[src/rtl/rr_grant_sched_4x16.sv]
// Round-robin grant scheduler: 16 requesters share one 4x16 decoded select.
// Grants are held until done, request drop, or the hold limit expires.
module rr_grant_sched_4x16 #(
  parameter int MAX_HOLD = 16,
  parameter int CNT_W    = 8
) (
  input  logic        clk,
  input  logic        rst_n,
  input  logic [15:0] req,
  input  logic        done,
  output logic [3:0]  gnt_idx,
  output logic        gnt_en,
  output logic [15:0] gnt,
  output logic        timeout,
  output logic        busy
);

  localparam logic [0:0] IDLE = 1'b0;
  localparam logic [0:0] BUSY = 1'b1;

  localparam bit TO_EN = (MAX_HOLD != 0);
  localparam logic [CNT_W-1:0] HOLD_LAST =
    CNT_W'((MAX_HOLD == 0) ? 0 : MAX_HOLD - 1);

  logic [0:0]       state;
  logic [3:0]       ptr;
  logic [CNT_W-1:0] hold_cnt;

  logic [3:0] pick;
  logic [3:0] k;
  logic       found;
  logic       rel_user;
  logic       rel_to;
  logic       rel;

  // First set request at or above ptr, wrapping 15 -> 0.
  always_comb begin
    pick  = '0;
    k     = '0;
    found = 1'b0;
    for (int i = 0; i < 16; i++) begin
      k = ptr + 4'(i);
      if (!found && req[k]) begin
        pick  = k;
        found = 1'b1;
      end
    end
  end

  assign rel_user = done | ~req[gnt_idx];
  assign rel_to   = TO_EN && (hold_cnt == HOLD_LAST);
  assign rel      = rel_user | rel_to;

  always_ff @(posedge clk or negedge rst_n) begin
    if (!rst_n) begin
      state    <= IDLE;
      ptr      <= '0;
      gnt_idx  <= '0;
      gnt_en   <= 1'b0;
      timeout  <= 1'b0;
      hold_cnt <= '0;
    end else begin
      timeout <= 1'b0;
      unique case (state)
        IDLE: begin
          if (found) begin
            gnt_idx  <= pick;
            gnt_en   <= 1'b1;
            hold_cnt <= '0;
            state    <= BUSY;
          end
        end
        BUSY: begin
          if (rel) begin
            gnt_en  <= 1'b0;
            ptr     <= gnt_idx + 4'd1;
            state   <= IDLE;
            // A limit hit only counts as timeout when nothing else released.
            timeout <= rel_to & ~rel_user;
          end else if (hold_cnt != '1) begin
            hold_cnt <= hold_cnt + CNT_W'(1);
          end
        end
        default: state <= IDLE;
      endcase
    end
  end

  assign gnt  = gnt_en ? (16'd1 << gnt_idx) : 16'h0000;
  assign busy = (state == BUSY);

endmodule

[config.mk]
export PLATFORM = sky130hd
export DESIGN_NAME = rr_grant_sched_4x16
export DESIGN_NICKNAME = d
export VERILOG_FILES = /design/src/rtl/rr_grant_sched_4x16.sv
export SDC_FILE = /design/constraint.sdc
export NUM_CORES = 1
export LEC_CHECK = 0
export CAP_MARGIN = 20
export CORE_MARGIN = 2
export CORE_UTILIZATION = 53
export DETAILED_ROUTE_END_ITERATION = 12
export PLACE_DENSITY = 0.75
export SLEW_MARGIN = 25
export SYNTH_ARGS = -nofsm -noshare
export SYNTH_HDL_FRONTEND = slang
export SYNTH_SLANG_ARGS = --single-unit
[constraint.sdc]
create_clock -name clk -period 4.3 [get_ports clk]
set_clock_uncertainty 0.2 [all_clocks]
set_input_delay 0.86 -clock clk [delete_from_list [all_inputs] [get_ports clk]]
set_output_delay 0.86 -clock clk [all_outputs]
set_load 0.05 [all_outputs]
**Yosys cells after proc, flatten, opt, wreduce, memory -nomap -nowiden**

Index checks and enable logic that the tools add are counted.

- Add/subtract/negate cells: 17
- Order comparisons: 17
- Equality and inequality tests: 6
- Shift operators: 1
- Muxes and demuxes: 79
- Bitwise logic cells: 6
- Reductions and logical operators: 34

Operators with widths:

| operator | number |
|---|---|
| 4-bit by 5-bit less-than comparator with 1-bit output (second input constant) | 17 |
| 1-bit binary-select mux with 4-bit select | 17 |
| 4-bit 2-to-1 mux | 16 |
| 1-bit 2-to-1 mux | 39 |
| 4-bit adder (second input constant) | 8 |
| 8-bit 2-to-1 mux | 3 |
| 4-bit by 3-bit adder with 4-bit output (second input constant) | 4 |
| 16-bit 2-to-1 mux | 1 |
| 8-bit case mux with 2 select lines | 1 |
| 1-bit by 4-bit << shifter with 16-bit output (first input constant) | 1 |
| 1-bit logical AND | 15 |
| 1-bit zero test | 15 |
| 4-bit by 1-bit adder with 4-bit output (second input constant) | 2 |
| 4-bit by 2-bit adder with 4-bit output (second input constant) | 2 |
| 8-bit by 1-bit adder with 8-bit output (second input constant) | 1 |
| 8-bit by 4-bit equality test with 1-bit output (second input constant) | 1 |
| 8-bit != test (second input constant) | 1 |
| 2-bit AND reduction | 3 |
| 2-bit by 1-bit != test with 1-bit output (second input constant) | 2 |
| 2-bit != test (second input constant) | 2 |
| 1-bit case mux with 2 select lines | 2 |
| 1-bit NOT | 3 |
| 3-bit AND reduction | 1 |
| 1-bit bitwise OR | 2 |
| 1-bit AND | 1 |

- Bits in registers: 19
- Output and inout bits: 23
- Word-level logic and storage cells: 166

**Depth between registers and ports, before layout**

- Depth in word-level cells: 50
- Mapped depth: 17
- Depth with buffers taken out: 10

**Least setup slack after synthesis**

Ideal clock, no wire load.

- Path type: register -> register
- From: reg ptr[1]
- To: reg hold_cnt[0]
- Library setup time: 0.128 ns
- Arrival: 4.253 ns
- Data required time: 3.972 ns
- Slack: -0.281 ns
- Stages on the path, launching flop included: 15
- Path buffers: 4
- Clock period less this slack: 4.581 ns
- Cells stage by stage: dfrtp_1 clkbuf_1 buf_1 clkinv_1 ha_1 buf_2 clkbuf_1 mux4_2 mux2_2 mux2_2 nor4_4 nand4_2 and2_1 o21ai_2 mux2_1

- Word-level cells in the longest chain between the ends: 50

Ends and longest elaborated chain:

| element | RTL line | source |
|---|---|---|
| start: declaration | 26 | `logic [3:0] ptr;` |
| start signal: assignment | 76 | `ptr <= gnt_idx + 4'd1;` |
| parallel branches: the longest is 47 deep, another holds 4-bit by 1-bit adder with 4-bit output | - |  |
| 1-bit 2-to-1 mux (*) | 43 | `if (!found && req[k]) begin` |
| 2-bit != test (no line) (*) | - |  |
| 3-bit AND reduction (no line) (*) | - |  |
| end signal: assignment | 81 | `hold_cnt <= hold_cnt + CNT_W'(1);` |
| end: declaration | 27 | `logic [CNT_W-1:0] hold_cnt;` |

Every way passes the cells marked *. The select of a mux whose other input is x is not followed.
A chain may end at the register's enable or synchronous reset.

**Worst setup path after layout**

- From: in req[9]
- To: reg gnt_idx[1]

- Word-level cells in the longest chain between the ends: 49

Ends and longest elaborated chain:

| element | RTL line | source |
|---|---|---|
| start: declaration | 9 | `input logic [15:0] req,` |
| 1-bit binary-select mux with 4-bit select | 43 |  |
| 1-bit 2-to-1 mux (not written as such) | 43 |  |
| 1-bit 2-to-1 mux | 43 |  |
| 1-bit zero test | 43 |  |
| 1-bit logical AND | 43 |  |
| 1-bit 2-to-1 mux | 43 |  |
| 1-bit zero test | 43 |  |
| 1-bit logical AND | 43 |  |
| [... 33 more ...] | - |  |
| 1-bit 2-to-1 mux | 43 |  |
| 1-bit zero test | 43 |  |
| 1-bit logical AND | 43 |  |
| 1-bit 2-to-1 mux | 43 |  |
| 1-bit zero test | 43 |  |
| 1-bit logical AND | 43 |  |
| 1-bit 2-to-1 mux | 43 |  |
| 2-bit AND reduction (no line) | - |  |
| end signal: assignment | 67 | `gnt_idx <= pick;` |
| end: declaration | 11 | `output logic [3:0] gnt_idx,` |

Several ways; a longest one is shown, not always the timed one. The select of a mux whose other input is x is not followed.

==> qor.txt <==
Setup CP Type = in2reg
Data arrival, critical path = 3.99 ns
input/output buffers = 41
min Tclk post-route = 4.015 ns
Final Slew Violations = 0
post-synthesis cell count = 426
largest net degree at the start of global routing = 37
Top Ports = 42
hold_sp = hold_cnt[1]$_DFFE_PN0P_
Die Span X = 86.79 microns
DR vias/cell = 6.895
most frequent CP cell = mux4_2
Global Route Usage Sum = 0.3267
length of the first detailed-routing pass in iterations = 7
slowest cell delay on critical path = 0.55 ns
Synth Area in Adders = 0.04823
global-route wire length before repair = 19.32 mm
number of synthesized register bits = 19
die area = 7532 sq um
CTS HTree Levels = 1
row count = 30
Critical Path Sink Type = register
CTS tree = done
Clock Sinks = 19
Die Y = 86.79 microns
Hold Path End = hold_cnt[1]$_DFFE_PN0P_
filler cell count = 556
required time of the worst setup path = 4.28 ns
setup violators final = 0
Yosys top cell by area = mux4_2
RSZ-0062 raised after global routing = false
worst hold path type = reg2reg
DRC = 0
Post-CTS Setup Inserts = 0
post-synthesis mux area share = 0.3245
initial antenna violation count = 0
post_cts resized = 0
Cells on Worst Hold Path = 2
Longest Clk Path Bufs = 2
Ys Warns = 0
Final Hold Fails = 0
Final Wtd Congestion = 1.001
Routed Antenna Nets = 0
slowest CP cell = mux4_2
post-synthesis compound-gate area fraction = 0.1788
syn avg cell area = 8.526 sq um
CP Launch Point = req[9]
hold_buf cts = 0
crit path max fanout = 5
Synth Area in Simple Gates = 0.2205
vias in the first global route = 3704
Starting Density = 0.5406
largest family of logic cells by synthesized area = multiplexers
synthesis-to-layout area growth = 21.15%
RR Startpoint = ptr[0]$_DFFE_PN0P_
GRT overflow = 0
setup tns final = 0 ns
Synth area leaders = mux4_2 18%, dfrtp_1 13%, mux2_2 8.4%
worst skew pair latency = 0.26 ns
share of the synthesized area in the top cell type = 0.1798
crit share post-route = 0.9338
Post-DP HPWL = 9.159 mm
share of layout cells above drive strength 1 = 0.2286
via count = 3930
status = complete, no violations
DRT Wirelength = 11.79 mm
Relative slew margins = 0.4179
CTS root buffer = clkbuf_8
CP startpoint kind = input port
total CTS buffers = 3
reg2reg setup slack = 0.32 ns
wire per inst = 20.68 microns
Async SR Flop Fraction = 1.000
synthesized area = 3632 sq um
library cells used by synthesis = 64
core outline area = 6719 sq um
nets = 524
syn nets = 459
Post-synth EDFFs = 0
fmax = 0.2490 GHz
final core utilization = 0.6549
Post-synth top flop = dfrtp_1
crit path cell chain = clkdlybuf4s50_1 -> mux4_2 -> mux4_2 -> or3_1 -> nor4_4 -> nand3_2 -> o32ai_1 -> nor3_1 -> a21oi_1
Critical R2R Capture = gnt_idx[1]$_DFFE_PN0P_
register area share after synthesis = 0.1309
reg2reg path depth = 11
XOR/XNOR Fraction of Synth Area = 0.04823
Reg clk slew, reported paths = 0.07 ns
initial drt markers = 359
total of max-cap violations = 0
# diodes = 0
slew at the pin with the worst max-slew slack = 0.8704 ns
[layer usage]
layer  vias up  GRT usage  wire [microns]
met4         0     0.1449             557
met1      1862     0.4610            4889
met3        50    0.04286            1095
met2       248     0.4997            5248
li1       1770          -               -
met5         -          0               0
[logic make-up (layout without fill, tap and decap cells)]
| family | count (synthesis) | count (layout) |
|---|---|---|
| simple gates | 160 | 160 |
| compound gates | 95 | 95 |
| flops | 19 | 19 |
| fa+ha+maj | 14 | 14 |
| mux | 78 | 78 |
| buf+inv | 40 | 104 |
| xor+xnor | 20 | 20 |
[sequential cells by signal (all words and copies together) (netlist names)]
register  count
hold_cnt      8
timeout       1
busy          1
gnt_idx       4
ptr           4
gnt_en        1
[worst max path at each step]
stage,slack [ns],cells past startpoint,end
after floorplan,0.02,14,hold_cnt[0]$_DFFE_PN0P_
after global placement,0.22,9,hold_cnt[0]$_DFFE_PN0P_
after detailed placement,0.06,9,gnt_idx[1]$_DFFE_PN0P_
after CTS,0.30,9,gnt_idx[1]$_DFFE_PN0P_
after global routing,0.04,11,gnt_idx[1]$_DFFE_PN0P_
final,0.28,9,gnt_idx[1]$_DFFE_PN0P_
[layout by cell type (no fill, tap or decap), drive strengths merged, types with 8 or more instances in the layout]
cell type,netlist,final
nor3,12,12
ha,14,14
o21ai,20,20
nor2,41,41
and3,8,8
nand2,44,44
buf,9,41
mux4,29,29
xor2,14,14
a21oi,19,19
inv,17,17
mux2,28,28
dfrtp,19,19
clkdlybuf4s50,0,41
o22ai,9,9
mux2i,21,21
nand3,14,14
[cells in the mapped netlist (all sizes together), types with 2 or more instances]
cell type	n
a21oi	19
dfrtp	19
inv	17
and4	4
buf	9
nand3	14
nand4	6
nor2b	5
nor4	3
o211ai	3
or2	2
a31oi	7
mux4	29
nand2	44
nor3	12
o32ai	2
o31a	2
xnor2	6
mux2	28
nand2b	7
xor2	14
a211o	2
and2	6
nor3b	2
o31ai	2
or3	3
o21ba	2
ha	14
a22o	2
nor2	41
a221oi	4
mux2i	21
nand4b	2
o221ai	2
o21ai	20
o22ai	9
clkbuf	13
a2111oi	3
a211oi	2
and3	8
a21boi	3
[stage by stage]
step	hold slack, ns	cell area [sq um]	setup slack, ns	std cells
2_1_floorplan	0.3110	3635	0.01544	426
6_report	0.3717	4400	0.2845	570
3_5_place_dp	0.3501	4354	0.06195	566
4_1_cts	0.3695	4400	0.3018	570
5_1_grt	0.3895	4400	0.03718	570
3_3_place_gp	0.3378	4354	0.2172	566
[worst max-delay path: cells and delay by family]
| family | cells | cell delay [ns] |
|---|---|---|
| mux | 2 | 1.07 |
| simple gates | 4 | 1.01 |
| buf+inv | 1 | 0.44 |
| compound gates | 2 | 0.61 |
[cell type report]
| cell class | count | area, sq um | area share |
|---|---|---|---|
| clock inverters | 1 | 5.005 | 0.001137 |
| repair buffers | 82 | 730.7 | 0.1661 |
| inverters | 18 | 67.56 | 0.01535 |
| flip-flops and latches | 19 | 476.7 | 0.1083 |
| clock buffers | 3 | 41.29 | 0.009383 |
| multi-input cells | 367 | 2979 | 0.6770 |
| well taps | 80 | 100.1 | 0.02275 |
Power is left out: the tool's default activity adds up to more than one toggle a clock period on the data nets, which glitch-free logic cannot reach.
